===== config.mk =====
export PLATFORM = sky130hd
export DESIGN_NAME = logic_ramp_driver
export DESIGN_NICKNAME = d
export VERILOG_FILES = /design/src/rtl/logic_drv_pkg.sv /design/src/rtl/logic_delay_line.sv /design/src/rtl/logic_ramp_driver.sv
export SDC_FILE = /design/constraint.sdc
export NUM_CORES = 1
export LEC_CHECK = 0
export CAP_MARGIN = 10
export CORE_ASPECT_RATIO = 1.4
export CORE_MARGIN = 2
export CORE_UTILIZATION = 40
export DETAILED_ROUTE_END_ITERATION = 6
export PLACE_DENSITY = 0.71
export SYNTH_ARGS = -nofsm -noshare
export SYNTH_HDL_FRONTEND = slang
export SYNTH_SLANG_ARGS = --single-unit

===== constraint.sdc =====
create_clock -name clk -period 2.3 [get_ports clk]
set_clock_uncertainty 0.05 [all_clocks]
set_input_delay 0.46 -clock clk [delete_from_list [all_inputs] [get_ports clk]]
set_output_delay 0.46 -clock clk [all_outputs]
set_load 0.02 [all_outputs]

===== src/rtl/logic_drv_pkg.sv =====
// logic_drv_pkg: shared state encoding, saturating arithmetic and parameter legality for the ramp driver
package logic_drv_pkg;

    typedef enum logic [1:0] {LOW, RISING, HIGH, FALLING} state_t;

    function automatic logic [31:0] sat_add(input logic [31:0] v, input logic [31:0] step, input logic [31:0] hi);
        logic [32:0] s;
        s = {1'b0, v} + {1'b0, step};
        return (s > {1'b0, hi}) ? hi : s[31:0];
    endfunction

    function automatic logic [31:0] sat_sub(input logic [31:0] v, input logic [31:0] step, input logic [31:0] lo);
        return (v - lo < step) ? lo : v - step;
    endfunction

    function automatic bit params_ok(input int w, input int vmin, input int vmax, input int delay,
                                     input int rise, input int fall, input int thl, input int thh);
        return w >= 1 && w <= 31 && vmin >= 0 && vmin < vmax &&
               longint'(vmax) <= (longint'(1) << w) - 1 &&
               delay >= 0 && delay <= 15 && rise >= 1 && fall >= 1 &&
               vmin <= thl && thl < thh && thh <= vmax;
    endfunction

endpackage


===== src/rtl/logic_delay_line.sv =====
// logic_delay_line: transport delay of a 1-bit stream by DELAY enabled edges (DELAY=0 is a wire)
module logic_delay_line #(
    parameter int DELAY = 2
) (
    input  logic clk,
    input  logic rst_n,
    input  logic en,
    input  logic d,
    output logic q
);

    if (DELAY == 0) begin : g_wire
        logic unused;
        assign unused = clk ^ rst_n ^ en;
        assign q = d;
    end else begin : g_sr
        logic [DELAY-1:0] sr;
        // shift one sample per enabled edge; every pulse survives regardless of width
        always_ff @(posedge clk or negedge rst_n) begin
            if (!rst_n) begin
                sr <= '0;
            end else if (en) begin
                sr[0] <= d;
                for (int i = DELAY - 1; i > 0; i--) sr[i] <= sr[i-1];
            end
        end
        assign q = sr[DELAY-1];
    end

endmodule


===== src/rtl/logic_ramp_driver.sv =====
// logic_ramp_driver: slews a W-bit voltage code between rails following a delayed logic input, with hysteresis loopback
module logic_ramp_driver import logic_drv_pkg::*; #(
    parameter int W         = 8,
    parameter int VMIN      = 0,
    parameter int VMAX      = 255,
    parameter int DELAY     = 2,
    parameter int RISE_STEP = 64,
    parameter int FALL_STEP = 51,
    parameter int THH       = 230,
    parameter int THL       = 25
) (
    input  logic         clk,
    input  logic         rst_n,
    input  logic         en,
    input  logic         d_in,
    output logic [W-1:0] v_out,
    output logic         level,
    output logic         lvl_chg,
    output logic         busy
);

    if (!params_ok(W, VMIN, VMAX, DELAY, RISE_STEP, FALL_STEP, THL, THH)) begin : g_bad_params
        $error("logic_ramp_driver: illegal parameter set");
    end

    localparam logic [W-1:0] LO   = W'(VMIN);
    localparam logic [W-1:0] HI   = W'(VMAX);
    localparam logic [W-1:0] TH_H = W'(THH);
    localparam logic [W-1:0] TH_L = W'(THL);

    logic         target;
    state_t       state, nstate;
    logic [W-1:0] nv;
    logic         nlevel;

    logic_delay_line #(.DELAY(DELAY)) u_dly (
        .clk   (clk),
        .rst_n (rst_n),
        .en    (en),
        .d     (d_in),
        .q     (target)
    );

    // step toward the rail selected by target; a reversal continues from the current code
    always_comb begin
        nstate = state;
        nv     = v_out;
        if (target && state != HIGH) begin
            nv     = W'(sat_add(32'(v_out), 32'(RISE_STEP), 32'(VMAX)));
            nstate = (nv == HI) ? HIGH : RISING;
        end else if (!target && state != LOW) begin
            nv     = W'(sat_sub(32'(v_out), 32'(FALL_STEP), 32'(VMIN)));
            nstate = (nv == LO) ? LOW : FALLING;
        end
        nlevel = (nv >= TH_H) ? 1'b1 : (nv <= TH_L) ? 1'b0 : level;
    end

    // register state, code and loopback level together; a frozen block only drops the change pulse
    always_ff @(posedge clk or negedge rst_n) begin
        if (!rst_n) begin
            state   <= LOW;
            v_out   <= LO;
            level   <= 1'b0;
            lvl_chg <= 1'b0;
            busy    <= 1'b0;
        end else if (en) begin
            state   <= nstate;
            v_out   <= nv;
            level   <= nlevel;
            lvl_chg <= nlevel ^ level;
            busy    <= (nstate == RISING) || (nstate == FALLING);
        end else begin
            lvl_chg <= 1'b0;
        end
    end

endmodule


==> Yosys cells after proc, flatten, opt, wreduce, memory -nomap -nowiden <==
Index checks and enable logic that the tools add are counted.
{ "totals": {"output_inout_bits": 11, "input_bits": 4, "wordCells": 34, "register_bits": 15} }
{ "classes": {"order_cmp": 4, "n_bitwise": 1, "muxes": 11, "n_addsub": 2, "n_reduce_logical": 6, "eq_ne": 4} }
{ "op_table": {"columns": ["cell", "count"], "rows": [
  ["$mux W8", 4],
  ["$add A8 B7 Y9 const B", 1],
  ["$gt A9 B8 Y1 const B", 1],
  ["$eq A8 B8 Y1 const B", 1],
  ["$ge A8 B8 Y1 const B", 1],
  ["$le A8 B5 Y1 const B", 1],
  ["$logic_not A8 Y1", 1],
  ["$lt A8 B6 Y1 const B", 1],
  ["$mux W2", 4],
  ["$sub A8 B6 Y8 const B", 1],
  ["$mux W1", 3],
  ["$eq A2 B1 Y1 const B", 1],
  ["$eq A2 B2 Y1 const B", 1],
  ["$logic_and A1 B1 Y1", 2],
  ["$ne A2 B2 Y1 const B", 1],
  ["$reduce_bool A2 Y1", 1],
  ["$logic_not A1 Y1", 1],
  ["$logic_or A1 B1 Y1", 1],
  ["$xor A1 B1 Y1", 1]
]} }

==> Logic depth before layout (Yosys ltp) <==
Gate-level depths: netlist (run 1).
{ "depth": {"ltp_word": 9, "ltp_mapped": 8, "mapped_depth_nobuf": 8} }

==> By module <==
From an unflattened synthesis (run 1), not the netlist that was laid out.
{ "hier_totals": {"cells_unflattened": 136, "area_unflattened_um2": 1204.9} }
{ "by_module_without_submodules": {"columns": ["mod", "instances", "cells_per_inst", "area_per_inst_um2", "seq_area_each_um2"], "rows": [
  ["logic_ramp_driver", 1, 132, 1132.3, 300.3],
  ["logic_delay_line", 1, 4, 72.6, 50.0]
]} }

==> Worst setup path after synthesis (run 1) <==
No wires, ideal clock.
{ "synth_path": {"kind": "register to register", "start": "reg v_out[0]", "end": "reg level", "t_arrival_ps": 2321, "period_less_slack_ps": 2489, "setup_slack_ps": -189, "stages_incl_launch_ff": 8, "path_cell_list": "dfrtp_1 ha_1 o311ai_4 a211oi_1 mux2i_2 o221ai_2 or4_4 a21bo_1"} }
{ "synth_via": {"elab_chain_len": 7, "word_cells_on_any_way": 12, "classes_between": "add/sub (2); order compare (4); mux (6)"} }
{ "synth_rtl": {"columns": ["element", "line_no", "rtl"], "rows": [
  ["from (decl)", "logic_ramp_driver.sv:16", "output logic [W-1:0] v_out,"],
  ["from (signal assigned)", "logic_ramp_driver.sv:68", "v_out <= nv;"],
  ["$add A8 B7 Y9, or another cell as far along", "logic_drv_pkg.sv:8", "s = {1'b0, v} + {1'b0, step};"],
  ["$gt A9 B8 Y1 or $mux W8 (tied branches)", "logic_drv_pkg.sv:9, logic_drv_pkg.sv:13", null],
  ["$mux W8 (on tied branches)", "logic_drv_pkg.sv:9, logic_ramp_driver.sv:51", null],
  ["$mux W8 (*)", "logic_ramp_driver.sv:48", "if (target && state != HIGH) begin"],
  ["$le A8 B5 Y1", "logic_ramp_driver.sv:55", "nlevel = (nv >= TH_H) ? 1'b1 : (nv <= TH_L) ? 1'b0 : level;"],
  ["$mux W1", "logic_ramp_driver.sv:55", null],
  ["$mux W1 (*)", "logic_ramp_driver.sv:55", null],
  ["to (signal assigned)", "logic_ramp_driver.sv:69", "level <= nlevel;"],
  ["to (decl)", "logic_ramp_driver.sv:17", "output logic level,"]
]} }
Every way passes the cells marked *; elsewhere a longest branch is shown, timed or not.
A chain may end at the register's enable or synchronous reset.

==> Final worst setup path (run 1) <==
{ "layout_path": {"start": "reg v_out[1]", "end": "reg level"} }
The elaborated chain is that of the path after synthesis.

==> results by group, run 1 <==
Outcome
  • Outcome: complete, but fails checks
  • Failing checks: negative setup slack

Logic synthesis
  • Post-synth top flop: dfrtp_1
  • Register area share after synthesis: 28.4%
  • Syn Area/Cell: 8.76 sq um
  • Top cells by area, synth: dfrtp_1 (28%), nand2_1 (5.2%), ha_1 (4.1%), a21oi_1 (3.6%), clkbuf_8 (3.3%)
  • Yosys synthesis warning count: 0
  • Post-synth ARST share: 100%
  • Number of flops mapped to enable cells by yosys: 0
  • Synth Net Count: 149
  • Library cells used by synthesis: 55
  • Cell area after synthesis: 0.00123 sq mm
  • Share of the synthesized area in the top cell type: 28.4%
  • Area leader, netlist: dfrtp_1
  • Yosys reg bits: 14
  • Gate count after technology mapping: 141

Timing
  • RSZ-0062 raised after global routing: yes
  • Fmax: 429 MHz
  • Max transition margin: 55.2%
  • Final hold violation count: 0
  • Period utilization: 101%
  • Worst Tran Pin Value: 0.670 ns
  • Setup-failing EPs final: 1
  • Final Max Tran Viols: 0
  • Min Tclk post-route: 2.33 ns
  • PnR worst setup slack: -0.0304 ns

Worst setup path
  • Reg2Reg Depth: 8
  • Crit path capture type: flop
  • Worst path slowest cell: dfrtp_2
  • CP Max Fanout: 6
  • Crit-path cells: ha_4, o311ai_4, buf_4, a22oi_1, o22ai_2, a211oi_2, or4_4, a21bo_1
  • Crit path largest cell delay: 0.44 ns
  • Required time worst endpoint: 2.40 ns
  • Worst Setup Start Kind: flop
  • Crit Path Category: flop to flop
  • CP arrival: 2.43 ns

Global routing
  • Vias in the first global route: 1350
  • First-pass GRT wire length: 6290 um
  • Pin count of the biggest net entering global routing: 20
  • Initial antenna violation count: 0
  • All-Layer GR Usage: 23.0%
  • Grt ovf: 0

Route
  • Avg WL per Cell: 17.8 um
  • Post-route ant nets: 0
  • Pre-Repair DR Iteration Count: 4
  • Initial DRC count: 55
  • Vias: 1331
  • Vias/cell: 6.05
  • Final WL: 3920 um
  • Residual DRC count: 0

Layout
  • Seq. cell area: 355 sq um
  • Finished Layout Cells: 220
  • Design area: 0.00175 sq mm
  • Fillers: 252
  • Share of layout cells above drive strength 1: 35.5%
  • Commonest cells after routing, fill and taps aside: buf_4 (33), nand2_1 (17), clkdlybuf4s50_1 (14)
  • Area of the multi-input gates: 861 sq um
  • Area delta synth->final: 41.4%
  • Nets: 192
  • Antenna fix cells: 0
  • Commonest non-fill, non-tap cell in the layout: buf_4

CTS
  • Clock Root Buffer: clkbuf_8
  • CTS tree: built
  • Clk Latency, worst-skew pair: 0.25 ns
  • Clock Path Buffers: 2
  • H-tree depth: 1
  • Number of buffers inserted by hold repair at cts: 0
  • Count of clock tree sinks: 14
  • Num CTS Buffers: 3
  • Worst-path clk slew: 0.07 ns

Die
  • Core box area: 0.00291 sq mm
  • Chip height: 69.7 um
  • Die width: 51.0 um
  • Row count: 23
  • # IOs: 15
  • Initial core utilization: 42.5%
  • Full die area: 0.00355 sq mm

Placement
  • Cell Area, Placed: 0.00158 sq mm
  • RD Place Congestion: 0.983
  • Dpl cells: 211
  • Post-DP HPWL: 2870 um
  • # port buffers: 14

Flow run
  • Max-Cap Viols: 0

Pwr
  • Worst VDD drop: 0.932 mV
  • Leak pwr: 0.736 nW
  • Power Density: 1710 mW/mm^2

Worst hold path
  • Hold depth: 1
  • Worst hold path class: flop to flop
## worst max-delay path: cells and delay by family (launching register included)
kind,cells,cell delay [ns]
buffers and inverters,1,0.20
and+or+nand+nor,1,0.42
DFF,1,0.44
AOI/OAI and AO/OA,5,0.94
adders and majority gates,1,0.18
## worst paths after layout
kind	start	endpoint	slack [ns]
worst max register to register	v_out[1]	level	-0.03
max in group asynchronous	rst_n	v_out[1]	1.16
worst min register to register	u_dly.g_sr.sr[0]	u_dly.g_sr.sr[1]	0.46
worst max-delay path	v_out[1]	level	-0.03
worst min-delay path	u_dly.g_sr.sr[0]	u_dly.g_sr.sr[1]	0.46
min in group asynchronous	rst_n	u_dly.g_sr.sr[0]	0.57
## cells in the mapped netlist (2+ instances only)
cell type	instances
inv_1	5
nand4b_1	2
a211oi_1	4
o21bai_1	2
mux2i_1	2
o21ai_0	7
dfrtp_1	14
a21boi_0	3
a221oi_1	2
nor4_1	2
nand3_1	2
a21oi_1	9
clkbuf_8	3
a31oi_1	5
nand2_1	17
ha_1	4
o2111ai_1	2
o22ai_1	3
a22o_1	3
nor2b_1	2
buf_2	3
nor2_1	10
mux2_2	3
## area by class of cell
type,count,share of cell area [%]
Clock buffer,4,3.15
Inverter,5,1.07
Multi-Input combinational cell,111,49.3
Sequential cell,14,20.3
Tap cell,37,2.65
Timing Repair Buffer,49,23.5
## cells by family after synthesis
family | share of synthesized area (%)
buffers and inverters | 9.02
adder cells (fa/ha/maj) | 4.05
AND/OR/NAND/NOR | 19.5
flip-flops | 28.4
XOR/XNOR | 1.42
AO/OA/AOI/OAI | 32.2
multiplexers | 5.47
## where the power goes
group,internal (mW),switching (mW),leakage (nW)
clock network,0.152,0.0972,0.0288
registers,0.358,0.125,0.160
logic,1.09,1.17,0.547
total,1.60,1.39,0.736
## routing by layer
| metal | part of all wire (%) | GRT usage (%) | vias to the layer above |
|---|---|---|---|
| met5 | 0 | 0 | - |
| met3 | 6.0 | 2.16 | 19 |
| met2 | 52 | 39.4 | 63 |
| met1 | 38 | 27.1 | 631 |
| li1 | - | - | 618 |
| met4 | 4.3 | 12.9 | 0 |
## what timing repair did
action	4_1_cts	5_1_grt
buffers inserted	0	5
resized for setup	2	12
pin swaps	0	3
setup endpoints to repair	2	4
## per-stage QoR
step           hold WS [ns]  utilization (%)  TNS [ns]  setup WS (ns)  total power, mW
2_1_floorplan         0.114                -   -0.0464        -0.0464             1.71
3_5_place_dp          0.452             54.5   -0.0603        -0.0603             2.47
6_report              0.460             60.1   -0.0304        -0.0304             2.99
5_1_grt               0.500             60.1   -0.0847        -0.0729             3.17
3_3_place_gp          0.440             54.5  -0.00516       -0.00516             2.42
4_1_cts               0.467             56.7         0         0.0102             2.75
No activity file was read; power rests on OpenSTA's default activity.
==> run 2: changes to the inputs <==
Settings changed: CTS_CLUSTER_SIZE set to 40.
==> results of run 2 <==
Same layout as run 1: the final DEF is identical, and so are final timing and power.
